`src/rtl/sram_controller.sv`:
```
// Bus responder for one asynchronous SRAM bank: accepts single-cycle read/write
// requests, sequences ce_n/oe_n/we_n with fixed cycle counts and returns a one-cycle ack.
module sram_controller #(
    parameter int ADDR_WIDTH  = 20,
    parameter int DATA_WIDTH  = 32,
    parameter int READ_CYCLES = 2,
    parameter int WRITE_PULSE = 2
) (
    input  logic                    clk,
    input  logic                    rst,
    input  logic                    bus_req,
    input  logic                    bus_we,
    input  logic [ADDR_WIDTH-1:0]   bus_addr,
    input  logic [DATA_WIDTH-1:0]   bus_wdata,
    input  logic [DATA_WIDTH/8-1:0] bus_be,
    output logic [DATA_WIDTH-1:0]   bus_rdata,
    output logic                    bus_ack,
    output logic                    busy,
    output logic [ADDR_WIDTH-1:0]   sram_addr,
    output logic [DATA_WIDTH-1:0]   sram_dout,
    output logic                    sram_dout_en,
    input  logic [DATA_WIDTH-1:0]   sram_din,
    output logic                    sram_ce_n,
    output logic                    sram_oe_n,
    output logic                    sram_we_n,
    output logic [DATA_WIDTH/8-1:0] sram_be_n
);

    localparam int BE_W    = DATA_WIDTH / 8;
    localparam int MAX_CYC = (READ_CYCLES > WRITE_PULSE) ? READ_CYCLES : WRITE_PULSE;
    localparam int CNT_W   = $clog2(MAX_CYC + 1);

    localparam logic [CNT_W-1:0] RD_LAST = CNT_W'(READ_CYCLES - 1);
    localparam logic [CNT_W-1:0] WR_LAST = CNT_W'(WRITE_PULSE - 1);

    localparam logic [2:0] S_IDLE     = 3'd0;
    localparam logic [2:0] S_RD       = 3'd1;
    localparam logic [2:0] S_WR_SETUP = 3'd2;
    localparam logic [2:0] S_WR_PULSE = 3'd3;
    localparam logic [2:0] S_WR_HOLD  = 3'd4;
    localparam logic [2:0] S_ACK      = 3'd5;

    logic [2:0]            state_q,   state_d;
    logic [CNT_W-1:0]      cnt_q,     cnt_d;
    logic [ADDR_WIDTH-1:0] addr_q,    addr_d;
    logic [DATA_WIDTH-1:0] dout_q,    dout_d;
    logic                  dout_en_q, dout_en_d;
    logic                  ce_n_q,    ce_n_d;
    logic                  oe_n_q,    oe_n_d;
    logic                  we_n_q,    we_n_d;
    logic [BE_W-1:0]       be_n_q,    be_n_d;
    logic [DATA_WIDTH-1:0] rdata_q,   rdata_d;
    logic                  ack_q,     ack_d;
    logic                  busy_q,    busy_d;

    // Every pin value is computed for the state being entered, so all outputs
    // come straight from flops and the request fields need no separate latch.
    always_comb begin
        state_d   = state_q;
        cnt_d     = cnt_q;
        addr_d    = addr_q;
        dout_d    = dout_q;
        dout_en_d = dout_en_q;
        ce_n_d    = ce_n_q;
        oe_n_d    = oe_n_q;
        we_n_d    = we_n_q;
        be_n_d    = be_n_q;
        rdata_d   = rdata_q;
        ack_d     = 1'b0;
        busy_d    = busy_q;

        case (state_q)
            S_IDLE: begin
                if (bus_req) begin
                    busy_d = 1'b1;
                    addr_d = bus_addr;
                    ce_n_d = 1'b0;
                    if (bus_we) begin
                        dout_d    = bus_wdata;
                        dout_en_d = 1'b1;
                        be_n_d    = ~bus_be;
                        state_d   = S_WR_SETUP;
                    end else begin
                        oe_n_d  = 1'b0;
                        be_n_d  = '0;
                        cnt_d   = RD_LAST;
                        state_d = S_RD;
                    end
                end
            end

            S_RD: begin
                if (cnt_q == '0) begin
                    rdata_d = sram_din;
                    ce_n_d  = 1'b1;
                    oe_n_d  = 1'b1;
                    be_n_d  = '1;
                    ack_d   = 1'b1;
                    state_d = S_ACK;
                end else begin
                    cnt_d = cnt_q - CNT_W'(1);
                end
            end

            S_WR_SETUP: begin
                we_n_d  = 1'b0;
                cnt_d   = WR_LAST;
                state_d = S_WR_PULSE;
            end

            S_WR_PULSE: begin
                if (cnt_q == '0) begin
                    we_n_d  = 1'b1;
                    state_d = S_WR_HOLD;
                end else begin
                    cnt_d = cnt_q - CNT_W'(1);
                end
            end

            S_WR_HOLD: begin
                ce_n_d    = 1'b1;
                dout_en_d = 1'b0;
                be_n_d    = '1;
                ack_d     = 1'b1;
                state_d   = S_ACK;
            end

            S_ACK: begin
                busy_d  = 1'b0;
                state_d = S_IDLE;
            end

            default: begin
                state_d   = S_IDLE;
                ce_n_d    = 1'b1;
                oe_n_d    = 1'b1;
                we_n_d    = 1'b1;
                be_n_d    = '1;
                dout_en_d = 1'b0;
                busy_d    = 1'b0;
            end
        endcase
    end

    always_ff @(posedge clk or negedge rst) begin
        if (!rst) begin
            state_q   <= S_IDLE;
            cnt_q     <= '0;
            addr_q    <= '0;
            dout_q    <= '0;
            dout_en_q <= 1'b0;
            ce_n_q    <= 1'b1;
            oe_n_q    <= 1'b1;
            we_n_q    <= 1'b1;
            be_n_q    <= '1;
            rdata_q   <= '0;
            ack_q     <= 1'b0;
            busy_q    <= 1'b0;
        end else begin
            state_q   <= state_d;
            cnt_q     <= cnt_d;
            addr_q    <= addr_d;
            dout_q    <= dout_d;
            dout_en_q <= dout_en_d;
            ce_n_q    <= ce_n_d;
            oe_n_q    <= oe_n_d;
            we_n_q    <= we_n_d;
            be_n_q    <= be_n_d;
            rdata_q   <= rdata_d;
            ack_q     <= ack_d;
            busy_q    <= busy_d;
        end
    end

    assign bus_rdata    = rdata_q;
    assign bus_ack      = ack_q;
    assign busy         = busy_q;
    assign sram_addr    = addr_q;
    assign sram_dout    = dout_q;
    assign sram_dout_en = dout_en_q;
    assign sram_ce_n    = ce_n_q;
    assign sram_oe_n    = oe_n_q;
    assign sram_we_n    = we_n_q;
    assign sram_be_n    = be_n_q;

endmodule

```
`config.mk`:
```
export PLATFORM = sky130hd
export DESIGN_NAME = sram_controller
export DESIGN_NICKNAME = d
export VERILOG_FILES = /design/src/rtl/sram_controller.sv
export SDC_FILE = /design/constraint.sdc
export NUM_CORES = 1
export LEC_CHECK = 0
export ABC_AREA = 1
export CAP_MARGIN = 10
export CORE_AREA = 2 2 120 122
export DETAILED_ROUTE_END_ITERATION = 16
export DIE_AREA = 0 0 122 124
export GPL_ROUTABILITY_DRIVEN = 0
export PLACE_DENSITY = 0.64
export SLEW_MARGIN = 20
export SYNTH_ARGS = -nofsm -noshare
export SYNTH_HDL_FRONTEND = slang
export SYNTH_SLANG_ARGS = --single-unit
```
`constraint.sdc`:
```
create_clock -name clk -period 1.47 [get_ports clk]
set_input_delay 0.2205 -clock clk [delete_from_list [all_inputs] [get_ports clk]]
set_output_delay 0.2205 -clock clk [all_outputs]
set_load 0.005 [all_outputs]
```
### Yosys cells after proc, flatten, opt, wreduce, memory -nomap -nowiden

Cells that the tools add are included.

* register bits after elaboration: 99
* input bits: 92
* output and inout port bits: 94
* logic and storage cells: 76

* $add $sub $neg: 1
* eq/ne operators: 11
* mux-type cells: 27
* bitwise logic cells: 6
* reductions and logical operators: 19

Operators by type and width (count)
* OR reduction 4 bit: 4
* one-hot mux 3 bit (5 select lines): 1
* two-way mux 4 bit: 3
* inequality test 2 bit (second input constant): 6
* one-hot mux 4 bit (3 select lines): 1
* AND reduction 3 bit: 4
* two-way mux 3 bit: 3
* one-hot mux 1 bit (3 select lines): 3
* two-way mux 1 bit: 8
* two-way mux 2 bit: 4
* AND reduction 2 bit: 4
* AND reduction 4 bit: 2
* equality test 3 x 2 -> 1 bit (second input constant): 2
* equality test 3 bit (second input constant): 2
* one-hot mux 1 bit (2 select lines): 3
* one-hot mux 2 bit (3 select lines): 1
* inverter 1 bit: 5
* inverter 4 bit: 1
* equality test 3 x 1 -> 1 bit (second input constant): 1
* zero test 3 bit: 1
* nonzero test 3 bit: 1
* OR reduction 3 bit: 1
* zero test 2 bit: 1
* OR reduction 2 bit: 1
* subtractor 2 x 1 -> 2 bit (second input constant): 1

### Depth between registers and ports, before layout

Gate-level depths: netlist (run 1).

* depth in word-level cells: 4
* depth in mapped cells: 9
* depth with buffers taken out: 9

### Worst setup path before layout (run 1)

OpenSTA, ideal clock, no wires.

* kind: register to register
* start: register state_q[2]
* end: register dout_q[10], in the netlist sram_dout[10]
* library setup time: 117 ps
* arrival: 1215 ps
* data required time: 1353 ps
* setup slack: 138 ps
* stages on the path, launching flop included: 9
* buffers on the path: 2
* period minus slack after synthesis: 1332 ps
* cells stage by stage: dfrtp_1 -> buf_6 -> nor2_4 -> nand2_4 -> nor2_8 -> nand2_4 -> buf_6 -> nand2_1 -> nand2_1

* cells in the longest elaborated chain, start to end: 2

RTL lines
* from (decl): RTL line 43 `logic [2:0] state_q, state_d;`
* from (signal assigned): RTL line 160 `state_q <= state_d;`
* zero test 3 bit: RTL line 72 `case (state_q)`
* AND reduction 3 bit (no line)
* to (signal assigned): RTL line 163 `dout_q <= dout_d;`
* to (decl): RTL line 46 `logic [DATA_WIDTH-1:0] dout_q, dout_d;`

Every way passes these cells.
A chain may end at the register's enable or synchronous reset.

### Final worst setup path (run 1)

* start: register dout_q[15], in the netlist sram_dout[15]
* end: output sram_dout[15]

RTL lines
* to (decl): RTL line 20 `output logic [DATA_WIDTH-1:0] sram_dout,`

No word-level cell between the ends.

==> impl_metrics.tcl, run 1 <==
set metrics [dict create \
    clkTransAtPathRegs_ps 70 \
    die_y_um 124 \
    switching_share 0.332 \
    hold_violations 0 \
    finClkSkew_ps 6.91 \
    cts_buffers 9 \
    drtPass1Iterations 4 \
    worstPathCellList "clkdlybuf4s50_1" \
    drive_gt1_frac 0.0811 \
    initial_core_util 0.298 \
    cp_slowest_stage_delay_ps 510 \
    rows 43 \
    post-route-drc-count 0 \
    rrSetupSlack_ps 80 \
    grt_use_total 0.150 \
    setup_tns_ps 0 \
    reg2reg_depth 8 \
    final.period_utilization 0.978 \
    grt_pass1_vias 3676 \
    yosys_warnings 0 \
    cp.required_ps 1250 \
    synth_edf_count 0 \
    h-tree-depth 3 \
    grt_pass1_wl_um 17800 \
    p_switching_uw 4330 \
    r2r_end "state_q[0]$_DFFE_PN0P_" \
    dieArea_mm2 0.0151 \
    fillers 1335 \
    avgSynthCellArea_um2 8.79 \
    slew_violations 0 \
    clk_path_buf_depth 2 \
    design_area_mm2 0.00662 \
    ys_ff_latch 99 \
    synth_flop_cell "dfrtp_1" \
    pwr-share-seq 0.372 \
    rsz0062_at_grt "yes" \
    crit_path_start_kind "register" \
    synth_area_mm2 0.00410 \
    worstSetupPathType "reg2out" \
    cap_violations 0 \
    post_drt_wl_per_cell_um 13.4 \
    cts_tree "done" \
    powerDensity_mw_per_mm2 1970 \
    cp_max_fo 2 \
    placed_cells 823 \
    cp_slowest_cell "clkdlybuf4s50_1" \
    ys_types 23 \
    synthArstFlopShare 1.00 \
    seq_area_frac_synth 0.607 \
    core-area_mm2 0.0137 \
    overflow 0 \
    dp_hpwl_um 8400 \
    antenna_cells 0 \
    rr_startpoint "state_q[2]$_DFFE_PN0P_" \
    yosysTopAreaCellShare 0.562 \
    final_cell_count_no_fill 846 \
    power.internal_uw 8710 \
    cp.arrival_ps 1220 \
    yosysMostFrequentCell "nand2_1" \
    cp-end-kind "primary output" \
    hp-class "in2async" \
    synthTopCellsByArea "dfrtp_1 (56%), nand2_1 (18%), nand3_1 (4.9%)" \
    dr.first_iter.drc_count 185 \
    io_pins 186 \
    ir_drop_mv 0.787 \
    combinationalPowerShare 0.451 \
    syn_inst 466 \
    p_clk_frac 0.177 \
    status "finished clean" \
    vias_per_cell 4.41 \
    numPortBuffers 185 \
    insertion_delay_ps 340 \
    timing_worst_slew_pin_value_ps 395 \
    yosysTopAreaCell "dfrtp_1" \
    final-setup-viol-count 0 \
    synthTopCellsByCount "nand2_1 (191), dfrtp_1 (92), inv_1 (45)" \
    timing.fmax_ghz 0.696 \
    post_dp_cell_area_mm2 0.00621 \
    totalWireLength_um 11400 \
    fin_crit_ps 1440 \
    nets 754 \
    die_x_um 122 \
    max-slew-margin-rel 0.736 \
    path_buf_inv 1 \
    leakage_uw 0.00349 \
    ant_nets 0 \
    synth_fp_nets 559 \
    crit_family "buffers and inverters" \
    antenna_found_initial 0 \
    cts_sinks 99 \
    whs_ps 228 \
    cts_root_buffer "clkbuf_16" \
    area_delta_synth_final_pct 61.7 \
    grt_max_degree 66 \
    num_vias 3733 \
]
==> kinds of logic (layout without fill, tap and decap cells) <==
kind of cell,count (synthesis),in the layout,synth area share
AND/OR/NAND/NOR,254,254,0.259
adder cells (fa/ha/maj),1,1,0.00305
AO/OA/AOI/OAI,43,43,0.0532
flip-flops,99,99,0.607
buffers and inverters,69,269,0.0776
==> flip-flops by register name, indices dropped and copies added, names as in the netlist <==
name	flops
bus_rdata	32
sram_dout	32
sram_addr	20
sram_be_n	4
state_q	3
cnt_q	2
bus_ack	1
busy	1
sram_ce_n	1
sram_dout_en	1
sram_oe_n	1
sram_we_n	1
==> cells in the final DEF, fill, tap and decap left out, types with 2 or more instances in the layout <==
master | synthesis | final
nand2_1 | 191 | 190
clkdlybuf4s50_1 | 0 | 151
dfrtp_1 | 92 | 92
inv_1 | 45 | 44
nand3_1 | 40 | 40
o21ai_0 | 31 | 31
dlymetal6s2s_1 | 0 | 20
nor2_1 | 14 | 14
buf_4 | 5 | 14
dlygate4sd2_1 | 0 | 13
clkbuf_16 | 0 | 9
o21ai_1 | 7 | 7
dfstp_2 | 7 | 7
buf_12 | 0 | 6
a21oi_1 | 4 | 4
inv_2 | 2 | 3
clkinv_2 | 0 | 3
nor2_4 | 2 | 2
nor3_1 | 2 | 2
==> worst max-delay path by stage <==
stage	start	endpoint	slack, ps	depth (start not counted)
floorplan	state_q[2]$_DFFE_PN0P_	sram_dout[10]$_DFFE_PN0P_	140	8
global placement	bus_req	sram_dout[5]$_DFFE_PN0P_	-100	6
detailed placement	bus_req	sram_be_n[1]$_DFFE_PN1P_	-160	8
CTS	sram_dout[14]$_DFFE_PN0P_	sram_dout[14]	5	1
global route	state_q[2]$_DFFE_PN0P_	sram_dout[10]$_DFFE_PN0P_	-20	6
finish	sram_dout[15]$_DFFE_PN0P_	sram_dout[15]	30	1
==> power groups by stage <==
| stage | registers, µW | clock network, µW | logic (µW) |
|---|---|---|---|
| global route | 5010 | 2500 | 6620 |
| finish | 4840 | 2310 | 5880 |
| global placement | 4870 | 0 | 5810 |
| floorplan | 4910 | 0 | 2330 |
| detailed placement | 4890 | 0 | 5960 |
| CTS | 4870 | 2400 | 5870 |
==> layer usage <==
layer	track usage	share of wire	wire length, µm
met5	0	0	0
met4	0.0596	0.018	210
met3	0.0449	0.089	1010
met2	0.242	0.46	5200
met1	0.191	0.43	4930
==> per-stage QoR <==
stage	utilization	setup WS, ps	total power, µW
floorplan	-	138	7240
finish	0.483	32.4	13000
global route	0.483	-19.6	14100
detailed placement	0.453	-165	10800
CTS	0.474	4.92	13100
global placement	0.453	-102	10700
==> what timing repair did <==
action / 4_1_cts / 5_1_grt
hold endpoints to repair: 92 / 0
hold buffers: 1 / 0
gates resized for setup: 14 / 25
setup buffers: 0 / 6
pin swaps: 1 / 3
setup endpoints to repair: 15 / 59
==> final cells by class <==
type	count	area (µm²)	area share
clock buffer	11	243	0.0367
clock inverter	5	52.6	0.00794
inverter	47	176	0.0266
multi-input combinational	298	1320	0.199
sequential	99	2490	0.376
tap	180	225	0.0340
timing repair buffer	206	2120	0.321
(Power assumes the default switching activity.)
==> run 2, diff against run 1 <==
--- a/config.mk
+++ b/config.mk
@@ -8,3 +8,2 @@
 export ABC_AREA = 1
-export CAP_MARGIN = 10
 export CORE_AREA = 2 2 120 122
@@ -14,2 +13,3 @@
 export PLACE_DENSITY = 0.64
+export SETUP_SLACK_MARGIN = 0.02
 export SLEW_MARGIN = 20
==> constraint.sdc (replaced) <==
create_clock -name clk -period 1.47 [get_ports clk]
set_input_delay 0.294 -clock clk [delete_from_list [all_inputs] [get_ports clk]]
set_output_delay 0.294 -clock clk [all_outputs]
set_load 0.005 [all_outputs]
==> impl_metrics.tcl, run 2 (synthesized netlist as in run 1, its figures left out) <==
set metrics [dict create \
    slew_violations 0 \
    cp_max_fo 2 \
    use_met3 0.0398 \
    cp_slowest_stage_delay_ps 540 \
    hp-class "in2async" \
    post-route-drc-count 0 \
    hold_violations 0 \
    layout_common_cells "nand2_1 (190), dfrtp_1 (92), dlygate4sd2_1 (91)" \
    post-route-util 0.473 \
    status "finished clean" \
    numPortBuffers 185 \
    timing.fmax_ghz 0.718 \
    rr_startpoint "state_q[2]$_DFFE_PN0P_" \
    area_delta_synth_final_pct 58.6 \
    fillers 1384 \
    mostFrequentLayoutCell "nand2_1" \
    dieArea_mm2 0.0151 \
    die_x_um 122 \
    worstSetupPathType "reg2out" \
    final-setup-viol-count 0 \
    post_drt_wl_per_cell_um 13.1 \
    leakage_uw 0.00344 \
    grt_max_degree 66 \
    total_power_uw 12500 \
    nets 753 \
    core-area_mm2 0.0137 \
    clkTransAtPathRegs_ps 70 \
    overflow 0 \
    drtPass1Iterations 4 \
    rrSetupSlack_ps 80 \
    powerDensity_mw_per_mm2 1920 \
    max-slew-margin-rel 0.748 \
    totalWireLength_um 11100 \
    die_y_um 124 \
    insertion_delay_ps 340 \
    drive_gt1_frac 0.0812 \
    cp.arrival_ps 1100 \
    cts_buffers 9 \
    grt_use_met1 0.193 \
    reg2reg_depth 6 \
    cts_tree "done" \
    timing_worst_slew_pin_value_ps 377 \
    io_pins 186 \
    vias_per_cell 4.40 \
    busiest_layer "met2" \
    rsz0062_at_grt "yes" \
    cap_violations 0 \
    initial_core_util 0.298 \
    cts_sinks 99 \
    cp-end-kind "primary output" \
    antenna_found_initial 0 \
    ir_drop_mv 0.747 \
    h-tree-depth 3 \
    dp_hpwl_um 8380 \
    finClkSkew_ps 8.40 \
    clk_path_buf_depth 2 \
    rows 43 \
    cp_slowest_cell "dfstp_2" \
    grt_use_total 0.150 \
    cp.required_ps 1180 \
    worstPathCellList "dlygate4sd2_1" \
    grt_use_met2 0.244 \
    fin_crit_ps 1390 \
    crit_path_start_kind "register" \
    final.period_utilization 0.948 \
    dr.first_iter.drc_count 135 \
    path_buf_inv 1 \
    cts_root_buffer "clkbuf_16" \
    num_vias 3715 \
    antenna_cells 0 \
    r2r_end "sram_dout[10]$_DFFE_PN0P_" \
    grt_pass1_wl_um 17900 \
    ant_nets 0 \
    grt_pass1_vias 3795 \
    crit_family "flip-flops" \
]
[run 2: changes by cell type in the layout (fill, tap and decap cells not counted)]
cell | previous run | this run
clkinv_2 | 3 | 1
clkinv_4 | 0 | 1
bufinv_16 | 1 | 2
dlymetal6s2s_1 | 20 | 0
clkdlybuf4s15_1 | 0 | 3
clkinvlp_4 | 1 | 2
dlygate4sd2_1 | 13 | 91
buf_6 | 1 | 0
clkdlybuf4s50_1 | 151 | 90
clkbuf_1 | 1 | 0
[run 2: how the worst max path moves through the flow]
stage | startpoint | endpoint | cells after the start
2_1_floorplan | state_q[2]$_DFFE_PN0P_ | sram_dout[10]$_DFFE_PN0P_ | 8
3_3_place_gp | bus_req | sram_dout[5]$_DFFE_PN0P_ | 6
3_5_place_dp | bus_req | sram_dout[13]$_DFFE_PN0P_ | 6
4_1_cts | sram_be_n[0]$_DFFE_PN1P_ | sram_be_n[0] | 1
5_1_grt | state_q[2]$_DFFE_PN0P_ | sram_dout[10]$_DFFE_PN0P_ | 6
6_report | sram_be_n[3]$_DFFE_PN1P_ | sram_be_n[3] | 1
[run 2: power breakdown]
group | switching, µW | internal [µW]
logic | 2600 | 2570
clock network | 979 | 1540
registers | 710 | 4100
total | 4290 | 8210
[run 2: metrics by stage]
stage | std cells | cell area, µm² | hold slack, ps | setup WS [ps] | setup TNS (ps)
finish | 845 | 6490 | 296 | 76.4 | 0
global route | 845 | 6490 | 303 | -6.94 | -6.94
CTS | 844 | 6460 | 274 | 27.5 | 0
detailed placement | 823 | 6210 | 107 | -227 | -10050
global placement | 823 | 6210 | 104 | -177 | -7530
floorplan | 466 | 4100 | -1.59 | 138 | 0
[run 2: final cells by class]
type                       instances  area, µm²  share of cell area
timing repair buffer             205       1960               0.302
clock inverter                     6       88.8              0.0137
sequential                        99       2490               0.383
multi-input combinational        298       1320               0.203
inverter                          47        176              0.0272
clock buffer                      10        239              0.0368
tap                              180        225              0.0347
[run 2: what timing repair did]
item | in CTS | in global routing
gates cloned | 0 | 0
endpoints found under the setup margin | 97 | 40
hold endpoints to repair | 77 | 0
gates resized for setup | 96 | 6
hold buffers | 1 | 0
pin swaps | 1 | 3
setup buffers | 4 | 1
[run 2: metal layers]
layer | share of wire | routed length (µm)
met5 | 0 | 0
met2 | 0.45 | 5000
met4 | 0.015 | 170
met3 | 0.086 | 953
met1 | 0.45 | 4970
==> run 3, diff against run 2 <==
CELL_PAD_IN_SITES_DETAIL_PLACEMENT = 1   (was default)
CELL_PAD_IN_SITES_GLOBAL_PLACEMENT = 2   (was default)
CORE_AREA = 2 2 137 139   (was 2 2 120 122)
DIE_AREA = 0 0 139 141   (was 0 0 122 124)
PLACE_DENSITY = 0.82   (was 0.64)
==> impl_metrics.tcl, run 3 (synthesized netlist as in run 1, its figures left out) <==
set metrics [dict create \
    cts_sinks 99 \
    powerDensity_mw_per_mm2 1950 \
    fillers 2136 \
    timing_worst_slew_pin_value_ps 412 \
    cp_slowest_stage_delay_ps 540 \
    seq_area_mm2 0.00249 \
    dp_slack_ps -216 \
    post_drt_wl_per_cell_um 15.8 \
    clk_path_buf_depth 2 \
    vias_per_cell 4.27 \
    grt_pass1_wl_um 22300 \
    worstSetupPathType "reg2out" \
    post-route-drc-count 0 \
    leakage_uw 0.00358 \
    timing.fmax_ghz 0.708 \
    finClkSkew_ps 10.0 \
    worstPathCellList "dlygate4sd2_1" \
    grt_max_degree 66 \
    rsz0062_at_grt "yes" \
    dr.first_iter.drc_count 90 \
    cts_buffers 9 \
    drive_gt1_frac 0.127 \
    die_x_um 139 \
    status "finished clean" \
    core-area_mm2 0.0183 \
    max-slew-margin-rel 0.725 \
    placed_cells 885 \
    cp-end-kind "primary output" \
    overflow 0 \
    antenna_cells 0 \
    mostFrequentLayoutCell "nand2_1" \
    area_delta_synth_final_pct 65.4 \
    cp.required_ps 1180 \
    crit_family "flip-flops" \
    ant_nets 0 \
    dp_hpwl_um 10300 \
    dieArea_mm2 0.0196 \
    hp-class "in2async" \
    cts_tree "done" \
    post-route-util 0.371 \
    cap_violations 0 \
    hold_violations 0 \
    rows 50 \
    layout_common_cells "nand2_1 (190), dfrtp_1 (91), clkdlybuf4s50_1 (90)" \
    crit_path_start_kind "register" \
    h-tree-depth 3 \
    final.period_utilization 0.960 \
    die_y_um 141 \
    cp_slowest_cell "dfstp_2" \
    ir_drop_mv 0.693 \
    cp.arrival_ps 1120 \
    drtPass1Iterations 4 \
    grt_use_total 0.143 \
    cts_root_buffer "clkbuf_16" \
    nets 782 \
    final-setup-viol-count 0 \
    multi_input_area_mm2 0.00132 \
    io_pins 186 \
    grt_pass1_vias 4343 \
    clkTransAtPathRegs_ps 80 \
    final_cell_count_no_fill 928 \
    fin_ws_ps 58.4 \
    num_vias 3965 \
    insertion_delay_ps 350 \
    numPortBuffers 185 \
    totalWireLength_um 14700 \
    slew_violations 0 \
    cp_max_fo 2 \
    fin_crit_ps 1410 \
    initial_core_util 0.224 \
    whs_ps 411 \
    antenna_found_initial 0 \
    path_buf_inv 1 \
]
run 3: changes by cell type in the layout (fill, tap and decap cells not counted), sizes merged:
cell	previous run	this run
bufinv	2	0
dlygate4sd2	91	89
buf	20	47
inv	47	48
clkbuf	10	14
clkinvlp	2	3
run 3: layout make-up:
type,count,area share
Inverter,47,0.0264
Timing Repair Buffer,234,0.329
Sequential cell,99,0.367
Clock inverter,6,0.00609
Tap cell,234,0.0432
Clock buffer,10,0.0338
Multi-Input combinational cell,298,0.195
run 3: what timing repair did:
action,4_1_cts,5_1_grt
gates cloned,0,5
hold buffers,1,0
gates resized for setup,97,30
setup endpoints to repair,99,83
pin swaps,0,3
setup buffers,16,5
hold endpoints to repair,17,0
run 3: power by group:
group	internal, µW	switching (µW)	total, µW
clock network	1150	1090	2240
logic	3070	3060	6130
registers	4100	722	4820
total	8320	4870	13200
run 3: worst paths after layout:
path | startpoint | endpoint | slack (ps) | depth (start not counted)
setup / recovery | sram_we_n$_DFFE_PN1P_ | sram_we_n | 60 | 1
hold / removal | rst | sram_dout[28]$_DFFE_PN0P_ | 410 | 2
setup reg to reg | state_q[2]$_DFFE_PN0P_ | bus_rdata[28]$_DFFE_PN0P_ | 80 | 6
hold reg to reg | sram_dout[4]$_DFFE_PN0P_ | sram_dout[4]$_DFFE_PN0P_ | 470 | 2
max in group asynchronous | rst | sram_ce_n$_DFFE_PN1P_ | 510 | 3
min in group clk | sram_dout[4]$_DFFE_PN0P_ | sram_dout[4]$_DFFE_PN0P_ | 470 | 2
run 3: through the flow:
step / power [µW] / setup TNS, ps / instance area [µm²]
after CTS: 12900 / 0 / 6620
final: 13200 / 0 / 6780
after floorplan: 7240 / 0 / 4100
after global routing: 14300 / -5.62 / 6780
after detailed placement: 11200 / -9590 / 6340
after global placement: 10900 / -8260 / 6340
run 3: layer usage:
layer,vias to the layer above,track usage,part of all wire
li1,1881,-,-
met1,1909,0.167,0.41
met2,157,0.232,0.47
met3,18,0.0632,0.097
met4,0,0.0537,0.019
met5,-,0,0
